**src/rtl/sprite_mover_if.sv**
```systemverilog
// sprite_mover_if: request/descriptor bundle between the video timing side and sprite_mover
interface sprite_mover_if #(
  parameter int FW = 3
);
  logic          nf_in;
  logic          spawn_in;
  logic          kill_in;
  logic [10:0]   start_x;
  logic [9:0]    start_y;
  logic [10:0]   target_x;
  logic [9:0]    target_y;
  logic          sprite_valid;
  logic [10:0]   sprite_x;
  logic [9:0]    sprite_y;
  logic [FW-1:0] sprite_frame_number;
  logic          arrived_out;
  logic          hit_out;
  modport master (
    output nf_in, spawn_in, kill_in, start_x, start_y, target_x, target_y,
    input  sprite_valid, sprite_x, sprite_y, sprite_frame_number, arrived_out, hit_out
  );
  modport slave (
    input  nf_in, spawn_in, kill_in, start_x, start_y, target_x, target_y,
    output sprite_valid, sprite_x, sprite_y, sprite_frame_number, arrived_out, hit_out
  );
endinterface

```
**src/rtl/sprite_mover.sv**
```systemverilog
// sprite_mover: walks a sprite from spawn to target on new_frame pulses, then loops its action animation
module sprite_mover #(
  parameter int NUM_FRAMES  = 5,
  parameter int WALK_FRAMES = 3,
  parameter int STEP        = 2,
  parameter int ANIM_DIV    = 8,
  parameter int FW          = $clog2(NUM_FRAMES)
) (
  input logic           clk_pixel,
  input logic           sys_rst,
  sprite_mover_if.slave bus
);
  localparam int AW = (ANIM_DIV > 1) ? $clog2(ANIM_DIV) : 1;
  localparam logic [1:0] IDLE   = 2'd0;
  localparam logic [1:0] WALK   = 2'd1;
  localparam logic [1:0] ACTION = 2'd2;

  logic [1:0]    state_q, state_d;
  logic [10:0]   x_q, x_d, y_q, y_d, tx_q, tx_d, ty_q, ty_d;
  logic [10:0]   sx_q, sx_d, sy_q, sy_d, stx_q, stx_d, sty_q, sty_d;
  logic [FW-1:0] frame_q, frame_d;
  logic [AW-1:0] anim_q, anim_d, anim_inc;
  logic          valid_q, valid_d, arr_q, arr_d, hit_q, hit_d;
  logic          spawn_pend_q, spawn_pend_d, kill_pend_q, kill_pend_d;
  logic          kill_e, spawn_e, anim_wrap, last_frame;
  logic [10:0]   nx, ny;

  // y is carried at 11 bits so both axes share one stepping function; bit 10 stays 0
  function automatic logic [10:0] mv(input logic [10:0] p, input logic [10:0] t);
    logic signed [11:0] d;
    d = $signed({1'b0, t}) - $signed({1'b0, p});
    return (d > STEP) ? p + 11'(STEP) : (d < -STEP) ? p - 11'(STEP) : t;
  endfunction

  always_comb begin
    kill_e       = kill_pend_q | bus.kill_in;
    spawn_e      = spawn_pend_q | bus.spawn_in;
    sx_d         = bus.spawn_in ? bus.start_x : sx_q;
    sy_d         = bus.spawn_in ? {1'b0, bus.start_y} : sy_q;
    stx_d        = bus.spawn_in ? bus.target_x : stx_q;
    sty_d        = bus.spawn_in ? {1'b0, bus.target_y} : sty_q;
    nx           = mv(x_q, tx_q);
    ny           = mv(y_q, ty_q);
    anim_wrap    = anim_q == AW'(ANIM_DIV - 1);
    anim_inc     = anim_wrap ? '0 : anim_q + 1'b1;
    last_frame   = frame_q == FW'(NUM_FRAMES - 1);
    state_d      = state_q;
    x_d          = x_q;
    y_d          = y_q;
    tx_d         = tx_q;
    ty_d         = ty_q;
    frame_d      = frame_q;
    anim_d       = anim_q;
    valid_d      = valid_q;
    arr_d        = arr_q;
    hit_d        = 1'b0;
    kill_pend_d  = kill_e;
    spawn_pend_d = spawn_e;
    if (bus.nf_in) begin
      kill_pend_d  = 1'b0;
      spawn_pend_d = 1'b0;
      if (kill_e) begin
        state_d = IDLE;
        valid_d = 1'b0;
        arr_d   = 1'b0;
      end else if (spawn_e) begin
        x_d     = sx_d;
        y_d     = sy_d;
        tx_d    = stx_d;
        ty_d    = sty_d;
        frame_d = '0;
        anim_d  = '0;
        state_d = WALK;
        valid_d = 1'b1;
        arr_d   = 1'b0;
      end else if (state_q == WALK) begin
        if (x_q == tx_q && y_q == ty_q) begin
          state_d = ACTION;
          frame_d = FW'(WALK_FRAMES);
          anim_d  = '0;
          arr_d   = 1'b1;
        end else begin
          x_d     = nx;
          y_d     = ny;
          anim_d  = anim_inc;
          frame_d = !anim_wrap ? frame_q : (frame_q == FW'(WALK_FRAMES - 1)) ? '0 : frame_q + 1'b1;
        end
      end else if (state_q == ACTION) begin
        anim_d  = anim_inc;
        frame_d = !anim_wrap ? frame_q : last_frame ? FW'(WALK_FRAMES) : frame_q + 1'b1;
        hit_d   = anim_wrap & last_frame;
      end
    end
  end

  always_ff @(posedge clk_pixel) begin
    if (sys_rst) begin
      state_q      <= IDLE;
      x_q          <= '0;
      y_q          <= '0;
      tx_q         <= '0;
      ty_q         <= '0;
      sx_q         <= '0;
      sy_q         <= '0;
      stx_q        <= '0;
      sty_q        <= '0;
      frame_q      <= '0;
      anim_q       <= '0;
      valid_q      <= 1'b0;
      arr_q        <= 1'b0;
      hit_q        <= 1'b0;
      spawn_pend_q <= 1'b0;
      kill_pend_q  <= 1'b0;
    end else begin
      state_q      <= state_d;
      x_q          <= x_d;
      y_q          <= y_d;
      tx_q         <= tx_d;
      ty_q         <= ty_d;
      sx_q         <= sx_d;
      sy_q         <= sy_d;
      stx_q        <= stx_d;
      sty_q        <= sty_d;
      frame_q      <= frame_d;
      anim_q       <= anim_d;
      valid_q      <= valid_d;
      arr_q        <= arr_d;
      hit_q        <= hit_d;
      spawn_pend_q <= spawn_pend_d;
      kill_pend_q  <= kill_pend_d;
    end
  end

  assign bus.sprite_valid        = valid_q;
  assign bus.sprite_x            = x_q;
  assign bus.sprite_y            = y_q[9:0];
  assign bus.sprite_frame_number = frame_q;
  assign bus.arrived_out         = arr_q;
  assign bus.hit_out             = hit_q;
endmodule

```
**src/flat_wrapper.sv**
```systemverilog
// flat-port wrapper written by rule: the top's interface ports become plain ports
module sprite_mover_flat 
#(
  parameter int NUM_FRAMES  = 5,
  parameter int WALK_FRAMES = 3,
  parameter int STEP        = 2,
  parameter int ANIM_DIV    = 8,
  parameter int FW          = $clog2(NUM_FRAMES)
)
  (clk_pixel, sys_rst, bus_nf_in, bus_spawn_in, bus_kill_in, bus_start_x, bus_start_y, bus_target_x, bus_target_y, bus_sprite_valid, bus_sprite_x, bus_sprite_y, bus_sprite_frame_number, bus_arrived_out, bus_hit_out);
  sprite_mover_if #(.FW(FW)) bus_i ();
  input logic clk_pixel;
  input logic sys_rst;
  input wire logic [$bits(bus_i.nf_in)-1:0] bus_nf_in;
  input wire logic [$bits(bus_i.spawn_in)-1:0] bus_spawn_in;
  input wire logic [$bits(bus_i.kill_in)-1:0] bus_kill_in;
  input wire logic [$bits(bus_i.start_x)-1:0] bus_start_x;
  input wire logic [$bits(bus_i.start_y)-1:0] bus_start_y;
  input wire logic [$bits(bus_i.target_x)-1:0] bus_target_x;
  input wire logic [$bits(bus_i.target_y)-1:0] bus_target_y;
  output wire logic [$bits(bus_i.sprite_valid)-1:0] bus_sprite_valid;
  output wire logic [$bits(bus_i.sprite_x)-1:0] bus_sprite_x;
  output wire logic [$bits(bus_i.sprite_y)-1:0] bus_sprite_y;
  output wire logic [$bits(bus_i.sprite_frame_number)-1:0] bus_sprite_frame_number;
  output wire logic [$bits(bus_i.arrived_out)-1:0] bus_arrived_out;
  output wire logic [$bits(bus_i.hit_out)-1:0] bus_hit_out;
  assign bus_i.nf_in = bus_nf_in;
  assign bus_i.spawn_in = bus_spawn_in;
  assign bus_i.kill_in = bus_kill_in;
  assign bus_i.start_x = bus_start_x;
  assign bus_i.start_y = bus_start_y;
  assign bus_i.target_x = bus_target_x;
  assign bus_i.target_y = bus_target_y;
  assign bus_sprite_valid = bus_i.sprite_valid;
  assign bus_sprite_x = bus_i.sprite_x;
  assign bus_sprite_y = bus_i.sprite_y;
  assign bus_sprite_frame_number = bus_i.sprite_frame_number;
  assign bus_arrived_out = bus_i.arrived_out;
  assign bus_hit_out = bus_i.hit_out;
  sprite_mover #(.NUM_FRAMES(NUM_FRAMES), .WALK_FRAMES(WALK_FRAMES), .STEP(STEP), .ANIM_DIV(ANIM_DIV), .FW(FW)) u_core (.clk_pixel(clk_pixel), .sys_rst(sys_rst), .bus(bus_i));
endmodule
```
**config.mk**
```make
export PLATFORM = sky130hd
export DESIGN_NAME = sprite_mover_flat
export DESIGN_NICKNAME = d
export VERILOG_FILES = /design/src/rtl/sprite_mover_if.sv /design/src/rtl/sprite_mover.sv /design/src/flat_wrapper.sv
export SDC_FILE = /design/constraint.sdc
export NUM_CORES = 1
export LEC_CHECK = 0
export ABC_AREA = 1
export CORE_MARGIN = 10
export CORE_UTILIZATION = 40
export DETAILED_ROUTE_END_ITERATION = 8
export HOLD_SLACK_MARGIN = 0.02
export SKIP_LAST_GASP = 1
export SLEW_MARGIN = 40
export SYNTH_ARGS = -nofsm -noshare
export SYNTH_HDL_FRONTEND = slang
export SYNTH_SLANG_ARGS = --single-unit
```
**constraint.sdc**
```tcl
create_clock -name clk_pixel -period 7.4 [get_ports clk_pixel]
set_clock_uncertainty 0.15 [all_clocks]
set_input_delay 0.74 -clock clk_pixel [delete_from_list [all_inputs] [get_ports clk_pixel]]
set_output_delay 0.74 -clock clk_pixel [all_outputs]
set_load 0.01 [all_outputs]
```
Yosys cells after proc, flatten, opt, wreduce, memory -nomap -nowiden
Index checks and enable logic that the tools add are counted.
{"block": "op_classes", "eq_ne": 8, "add_sub_neg": 8, "n_lt_le_gt_ge": 4, "bitwise": 6, "reduce_logical": 16, "mux": 37}
{"cell": "$mux 11", "count": 14}
{"cell": "$mux 3", "count": 13}
{"cell": "$gt 12x3->1 const B", "count": 2}
{"cell": "$lt 12x2->1 const B", "count": 2}
{"cell": "$sub 11x11->12", "count": 2}
{"cell": "$add 11x2->11 const B", "count": 2}
{"cell": "$eq 11x11->1", "count": 2}
{"cell": "$sub 11x2->11 const B", "count": 2}
{"cell": "$reduce_bool 3->1", "count": 5}
{"cell": "$reduce_and 3->1", "count": 3}
{"cell": "$mux 2", "count": 4}
{"cell": "$add 3x1->3 const B", "count": 2}
{"cell": "$eq 3x3->1 const B", "count": 2}
{"cell": "$mux 1", "count": 6}
{"cell": "$reduce_or 6->1", "count": 1}
{"cell": "$reduce_and 5->1", "count": 1}
{"cell": "$reduce_and 4->1", "count": 1}
{"cell": "$reduce_bool 2->1", "count": 2}
{"cell": "$eq 3x2->1 const B", "count": 1}
{"cell": "$not 1->1", "count": 3}
{"cell": "$eq 2x1->1 const B", "count": 1}
{"cell": "$eq 2x2->1 const B", "count": 1}
{"cell": "$ne 2x1->1 const B", "count": 1}
{"cell": "$or 1x1->1", "count": 2}
{"cell": "4 further kinds", "count": 4}
{"block": "word_totals", "output_inout_bits": 27, "input_bits": 47, "reg_bits": 101, "word_cells": 95}

Logic depth before layout (Yosys ltp)
Gate-level depths: netlist of run 1.
{"block": "depth", "depth_word": 7, "depth_mapped": 21}

Worst setup path after synthesis of run 1
No wires, ideal clock.
{"block": "synth_path", "path_type": "reg2reg", "startpoint": "register u_core.x_q[7] (netlist: u_core.bus.sprite_x[7])", "endpoint": "register u_core.x_q[8] (netlist: u_core.bus.sprite_x[8])", "path_stages_with_launch": 19, "path_slack_ps": 4770, "setup_ps": 140, "t_arrival_ps": 2340, "period_less_slack_ps": 2630, "cell_sequence": "dfxtp_1 -> clkbuf_1 -> inv_1 -> ha_1 -> nand2_1 -> inv_1 -> a21oi_1 -> nand3_1 -> nand2_1 -> nand2_1 -> nor2_2 -> nand3_4 -> nand2_2 -> buf_6 -> nand2_1 -> nand3_2 -> nand2_1 -> nand2_1 -> a21oi_2"}
{"block": "synth_between", "elab_chain_len": 7}
{"item": "from (decl)", "line_no": "sprite_mover.sv:19", "rtl": "logic [10:0] x_q, x_d, y_q, y_d, tx_q, tx_d, ty_q, ty_d;"}
{"item": "from (signal assigned)", "line_no": "sprite_mover.sv:99", "rtl": "x_q <= '0;"}
{"item": "from (signal assigned)", "line_no": "sprite_mover.sv:116", "rtl": "x_q <= x_d;"}
{"item": "$sub 11x11->12", "line_no": "sprite_mover.sv:31", "rtl": "d = $signed({1'b0, t}) - $signed({1'b0, p});"}
{"item": "$lt 12x2->1", "line_no": "sprite_mover.sv:32", "rtl": "return (d > STEP) ? p + 11'(STEP) : (d < -STEP) ? p - 11'(STEP) : t;"}
{"item": "$mux 11 (2 in a row)", "line_no": "sprite_mover.sv:32"}
{"item": "$mux 11", "line_no": "sprite_mover.sv:77", "rtl": "if (x_q == tx_q && y_q == ty_q) begin"}
{"item": "$mux 11", "line_no": "sprite_mover.sv:76", "rtl": "end else if (state_q == WALK) begin"}
{"item": "$mux 11", "line_no": "sprite_mover.sv:66", "rtl": "end else if (spawn_e) begin"}
Several ways; a longest one is shown, not always the timed one. The select of a mux whose other input is x is not followed.
A chain may end at the register's enable or synchronous reset.

Final worst setup path of run 1
{"block": "layout_path", "startpoint": "register u_core.y_q[5]", "endpoint": "register u_core.y_q[0]"}
{"block": "layout_between", "elab_chain_len": 7}
{"item": "from (decl)", "line_no": "sprite_mover.sv:19"}
{"item": "from (signal assigned)", "line_no": "sprite_mover.sv:117", "rtl": "y_q <= y_d;"}
{"item": "$sub 11x11->12", "line_no": "sprite_mover.sv:31"}
{"item": "$lt 12x2->1", "line_no": "sprite_mover.sv:32"}
{"item": "$mux 11 (2 in a row)", "line_no": "sprite_mover.sv:32"}
{"item": "$mux 11", "line_no": "sprite_mover.sv:77"}
{"item": "$mux 11", "line_no": "sprite_mover.sv:76"}
{"item": "$mux 11", "line_no": "sprite_mover.sv:66"}
Several ways; a longest one is shown, not always the timed one. The select of a mux whose other input is x is not followed.

==> results.ini, run 1 <==
[route]
drtIter0Drc=398
ant_nets=0
route.vias.total=6605
drt-total-wl_mm=19.56
vias_per_cell=4.966
drtPass1Iterations=5
route.detailed.drc=0
wl_per_cell_um=14.71

[logic_synthesis]
synth_common_cells=271 x nand2_1, 127 x inv_1, 101 x nand3_1
synth_most_common_cell=nand2_1
synth_cell_types=42
ys_ff_latch=100
synth_fp_nets=1138
synth_area_leader_cell=dfxtp_1
yosysTopAreaCellShare_pct=27.87
synth_warnings=0
synth-edff-count=0
synthCells=1056
synth_flop_cell=dfxtp_1
synthesis.area_per_instance_um2=6.802
ys_top_cells_by_area=dfxtp_1 28%, nand2_1 14%, nand3_1 7.0%, inv_1 6.6%, mux2i_1 5.9%
syn-cell-area_mm2=0.007183
async_reset_ff_share_pct=0
yosysSeqAreaShare_pct=27.87

[grt]
overflow=0
grt_pass1_wl_mm=32.15
antenna_found_initial=0
grt_pass1_vias=6265
grtUsageTotal_pct=16.11
grt_max_degree=72

[die]
die_w_um=154.0
core_area_mm2=0.01748
die_h_um=154.0
initial_utilization_pct=41.10
rows=48
dieArea_mm2=0.02372
ios=74

[critical_path]
reg2reg_to=u_core.y_q[0]$_SDFFE_PP0P_
r2r-start=u_core.y_q[5]$_SDFFE_PP0P_
path_class=reg2reg
reg2reg_depth=14
cp-startpoint=u_core.y_q[5]$_SDFFE_PP0P_
cp.required_ns=7.48
cp.arrival_ns=3.15
cp_max_fo=35
end_kind=flip-flop
ff2ff_setup_slack_ns=4.33
worst_setup_path_start_kind=flip-flop
crit_end=u_core.y_q[0]$_SDFFE_PP0P_

[clock_network]
h-tree-depth=3
cts_setup_buffers=0
cts_root_buf=clkbuf_16
clockBufferDepth=2
postCtsResizedCells=0
cts.sinks=100
cts_tree=done
clock_latency_ns=0.34
hold_buffers=0
cts_buffers=9
clkTransAtPathRegs_ns=0.07

[power]
p_leak_uw=0.003932
p_per_area_mw_per_mm2=205.7
vdd_drop_max_uv=112.4

[sta]
relSlewSlack_pct=49.74
fmax_mhz=325.4
timing_worst_slew_pin_value_ns=0.7493
min_period_ns=3.073
final_max_slew_viol_count=0
fin_tns_setup_ns=0
rsz0062_at_grt=false
final_hold_viol_count=0
setup_viol=0
setup_ws_ns=4.327
fin_crit_sh_pct=41.53

[layout]
nNetsFinal=1182
drive_above_1_share_pct=10.32
antenna_cells=0
syn_to_final_growth_pct=14.82

[worst_hold_path]
hp-class=reg2reg

[placed_design]
portBuffers=73
pre_cts_ws_ns=4.237
dp_hpwl_mm=15.23
place_congestion=0.9329

[job]
maxCapViolCount=0

[run_status]
status=complete, no violations

## stage by stage
stage	util [%]	hold slack (ns)	std cells	total power, uW	instance area [um^2]
3_5_place_dp	45.55	0.2791	1314	1253	7961
2_1_floorplan	-	0.2689	1056	1133	7183
3_3_place_gp	45.55	0.2775	1314	1252	7961
5_1_grt	47.19	0.3151	1330	1820	8248
4_1_cts	47.17	0.2911	1330	1709	8244
6_report	47.19	0.2914	1330	1696	8248
## critical path, cell delays in order (launching register included)
cell and delay [ns]:
dfxtp_1 0.42, inv_1 0.15, ha_1 0.43, nand2_1 0.16, nor2_4 0.15, nand4_1 0.10, nor4_1 0.31, o21ai_0 0.12
nand2_1 0.08, buf_4 0.35, inv_1 0.22, nand2_1 0.14, nand2_1 0.06, nand2_1 0.05, nor2_1 0.07
## where the power goes
| group | switching (uW) | internal (uW) | total [uW] |
|---|---|---|---|
| clock network | 218 | 234 | 451 |
| logic | 417 | 239 | 656 |
| registers | 23.2 | 566 | 589 |
| total | 658 | 1040 | 1700 |
## state kept, by name (all words and copies together) (netlist names)
register                        flops
u_core.bus.arrived_out              1
u_core.tx_q                        11
u_core.state_q                      1
u_core.stx_q                       11
u_core.anim_q                       3
u_core.spawn_pend_q                 1
u_core.y_q                         11
u_core.bus.sprite_valid             1
u_core.sx_q                        11
u_core.bus.sprite_x                11
u_core.ty_q                        11
u_core.sy_q                        11
u_core.bus.sprite_frame_number      3
u_core.kill_pend_q                  1
u_core.sty_q                       11
u_core.bus.hit_out                  1
## cells in the final DEF, fill, tap and decap left out, types with 3 or more instances in the layout
cell type / n
o21ai_1: 3
nor2_4: 4
nand2_1: 271
clkdlybuf4s50_1: 71
nor2_2: 6
nor3_1: 15
nand3_4: 6
buf_4: 5
nor2_1: 97
nand3_1: 101
nand3_2: 23
nand2_4: 3
clkbuf_16: 9
inv_2: 10
a21oi_1: 54
mux2i_1: 42
inv_1: 127
nand4_1: 19
nand2_2: 12
xor2_1: 28
inv_6: 3
ha_1: 33
or2_2: 6
a21oi_2: 18
dfxtp_1: 100
o21ai_0: 12
## logic make-up (layout without fill, tap and decap cells)
logic type	count (synthesis)	count (layout)	synth area share, %
multiplexers	42	42	5.853
adder cells (fa/ha/maj)	35	35	6.306
buffers and inverters	185	234	11.01
XOR/XNOR	30	30	3.658
AO/OA/AOI/OAI	94	94	7.699
AND/OR/NAND/NOR	570	570	37.61
flip-flops	100	100	27.87
## how the worst min path moves through the flow
stage                                            from                           to  cells after the start
after floorplan           u_core.sty_q[10]$_SDFF_PP0_  u_core.sty_q[10]$_SDFF_PP0_                      2
after global placement     u_core.sy_q[10]$_SDFF_PP0_   u_core.sy_q[10]$_SDFF_PP0_                      2
after detailed placement   u_core.sy_q[10]$_SDFF_PP0_   u_core.sy_q[10]$_SDFF_PP0_                      2
after CTS                  u_core.sy_q[10]$_SDFF_PP0_   u_core.sy_q[10]$_SDFF_PP0_                      2
after global routing       u_core.sy_q[10]$_SDFF_PP0_   u_core.sy_q[10]$_SDFF_PP0_                      2
final                     u_core.sty_q[10]$_SDFF_PP0_  u_core.sty_q[10]$_SDFF_PP0_                      2
## final cells by class
type / instances / area [um^2]
sequential: 100 / 2002
timing repair buffer: 79 / 769.5
tap: 225 / 281.5
clock buffer: 9 / 225.2
multi-input combinational: 771 / 4390
inverter: 139 / 521.8
fill: 1791 / 9229
clock inverter: 7 / 57.56
## metal layers
| layer | vias to the layer above | track usage, % | routed length (um) |
|---|---|---|---|
| li1 | 3463 | - | - |
| met1 | 2982 | 23.72 | 10200 |
| met2 | 150 | 23.29 | 8029 |
| met3 | 10 | 3.236 | 1165 |
| met4 | 0 | 3.554 | 164 |
| met5 | - | 0 | 0 |
Note: power is estimated with default switching activity, not from simulation.
==> run 2, diff against run 1 <==
- clock period: 7.4 -> 2.74 ns (I/O delays scaled with it)
==> run 2 against run 1 <==
  * Count of clock-buffer cells in the layout up 1
  * Utilization is 4.8 points higher
  * Routed wire length rose by 6.6%
  * Critical path depth up 4
==> results.ini, run 2 (same netlist as run 1, synthesis figures left out) <==
[run_status]
status=complete, no violations

[worst_hold_path]
worstHoldStart=sys_rst
min_to=u_core.bus.sprite_frame_number[1]$_SDFFE_PP0P_
min_path_cells=4
hp-class=in2reg

[die]
dieArea_mm2=0.02372
die_h_um=154.0
initial_utilization_pct=41.10
die_w_um=154.0
core_area_mm2=0.01748
rows=48
ios=74

[critical_path]
max_stage_delay_ns=0.42
cp_max_fo=8
reg2reg_to=u_core.bus.sprite_x[2]$_SDFFE_PP0P_
ff2ff_setup_slack_ns=0.05
worst-path-buf-inv=3
path_class=reg2reg
worstPathCellList=inv_4 > ha_4 > inv_4 > fa_2 > nand2_4 > nand2_4 > nand3_2 > nand2_1 > nand2_1 > nand2_1 > nand2_1 > nor2_4 > nand3_4 > nand2_4 > buf_4 > or2_2 > nand3_1 > a21oi_2
slowest_stage=fa_2
r2r-start=u_core.tx_q[0]$_SDFFE_PP0P_
cp_top_family=simple AND/OR/NAND/NOR gates
end_kind=flip-flop
crit_top_cell=nand2_1
cp.required_ns=2.83
worst_setup_path_start_kind=flip-flop
cp.arrival_ns=2.79
reg2reg_depth=18

[job]
maxCapViolCount=0

[placed_design]
place_congestion=0.9262
portBuffers=73
dp_hpwl_mm=16.00
place_area_mm2=0.008342

[layout]
fillers=1725
multi_input_area_mm2=0.004726
regArea_mm2=0.002006
fin_util_pct=52.00
fin_area_mm2=0.009087
antenna_cells=0
nNetsFinal=1244
drive_above_1_share_pct=20.05
syn_to_final_growth_pct=26.51
final_common_cell=nand2_1
final_cell_mix=252 x nand2_1, 122 x inv_1, 97 x dfxtp_1

[clock_network]
hold_buffers=0
cts_root_buf=clkbuf_16
cts_buffers=9
cts.sinks=100
clock_latency_ns=0.36
clkTransAtPathRegs_ns=0.07
clockBufferDepth=2
cts_tree=done
h-tree-depth=3

[route]
drtIter0Drc=349
wl_per_cell_um=14.99
vias_per_cell=4.944
drt-total-wl_mm=20.86
ant_nets=0
drtPass1Iterations=5
route.vias.total=6882
route.detailed.drc=0

[power]
power.total_uw=4949
p_leak_uw=0.004291
p_per_area_mw_per_mm2=544.6
vdd_drop_max_uv=282.1

[sta]
final_max_slew_viol_count=0
timing_worst_slew_pin_value_ns=0.8297
setup_viol=0
fmax_mhz=371.4
final_hold_viol_count=0
rsz0062_at_grt=true
fin_crit_sh_pct=98.26
relSlewSlack_pct=44.34
min_period_ns=2.692

[grt]
grt_max_degree=70
grt_pass1_wl_mm=33.89
grtUsageTotal_pct=17.04
grt_pass1_vias=6456
overflow=0
antenna_found_initial=0

==> run 2: worst max path at each step <==
| stage | from | endpoint | slack (ns) | depth (start not counted) |
|---|---|---|---|---|
| finish | u_core.tx_q[0]$_SDFFE_PP0P_ | u_core.bus.sprite_x[2]$_SDFFE_PP0P_ | 0.05 | 18 |
| global route | u_core.tx_q[0]$_SDFFE_PP0P_ | u_core.bus.sprite_x[9]$_SDFFE_PP0P_ | -0.14 | 20 |
| CTS | u_core.y_q[5]$_SDFFE_PP0P_ | u_core.y_q[6]$_SDFFE_PP0P_ | 0.02 | 13 |
| detailed placement | u_core.tx_q[0]$_SDFFE_PP0P_ | u_core.bus.sprite_x[4]$_SDFFE_PP0P_ | -0.03 | 20 |
| global placement | u_core.tx_q[0]$_SDFFE_PP0P_ | u_core.bus.sprite_x[4]$_SDFFE_PP0P_ | -0.06 | 20 |
| floorplan | u_core.bus.sprite_x[7]$_SDFFE_PP0P_ | u_core.bus.sprite_x[8]$_SDFFE_PP0P_ | 0.11 | 18 |
==> run 2: power breakdown <==
group	internal (uW)	switching, uW	leakage, uW	total (uW)
logic	847	1280	0.00333	2130
clock network	635	612	0.000136	1250
registers	1530	43.7	0.000820	1570
==> run 2: worst min-delay path, cell delays in order <==
cell	delay [ns]
buf_2	0.11
nor2_1	0.08
nand3_1	0.08
o21ai_1	0.06
==> run 2: repair_timing <==
| action | CTS | global route |
|---|---|---|
| setup buffers | 3 | 10 |
| setup endpoints to repair | 16 | 22 |
| gates cloned | 0 | 1 |
| gates resized for setup | 4 | 83 |
| pin swaps | 3 | 43 |
==> run 2: area by class of cell <==
class	count	area share, %
repair buffers	140	13.89
flip-flops and latches	100	22.07
inverters	139	5.824
well taps	225	3.098
clock buffers	10	2.520
clock inverters	6	0.5920
multi-input cells	772	52.00
==> run 2: through the flow <==
step                      instances  TNS [ns]  setup WS [ns]  hold slack [ns]
after floorplan                1056         0         0.1096           0.2033
after global placement         1363   -0.2523       -0.06133           0.2793
after detailed placement       1363  -0.08663       -0.03169           0.2843
after CTS                      1382         0        0.01967           0.1418
after global routing           1392    -1.324        -0.1405           0.1938
final                          1392         0        0.04771           0.1537
==> run 2: layer usage <==
metal | share of wire [%] | global-route usage (%) | vias up
met3 | 5.1 | 3.291 | 16
met2 | 41 | 24.10 | 139
li1 | - | - | 3605
met4 | 1.0 | 3.599 | 0
met1 | 53 | 25.65 | 3122
met5 | 0 | 0 | -
==> run 3, diff against run 2 <==
- CTS_CLUSTER_SIZE: default -> 28
- TNS_END_PERCENT: default -> 100
==> results of run 3 <==
Final layout, timing and power as in run 2 (identical DEF).
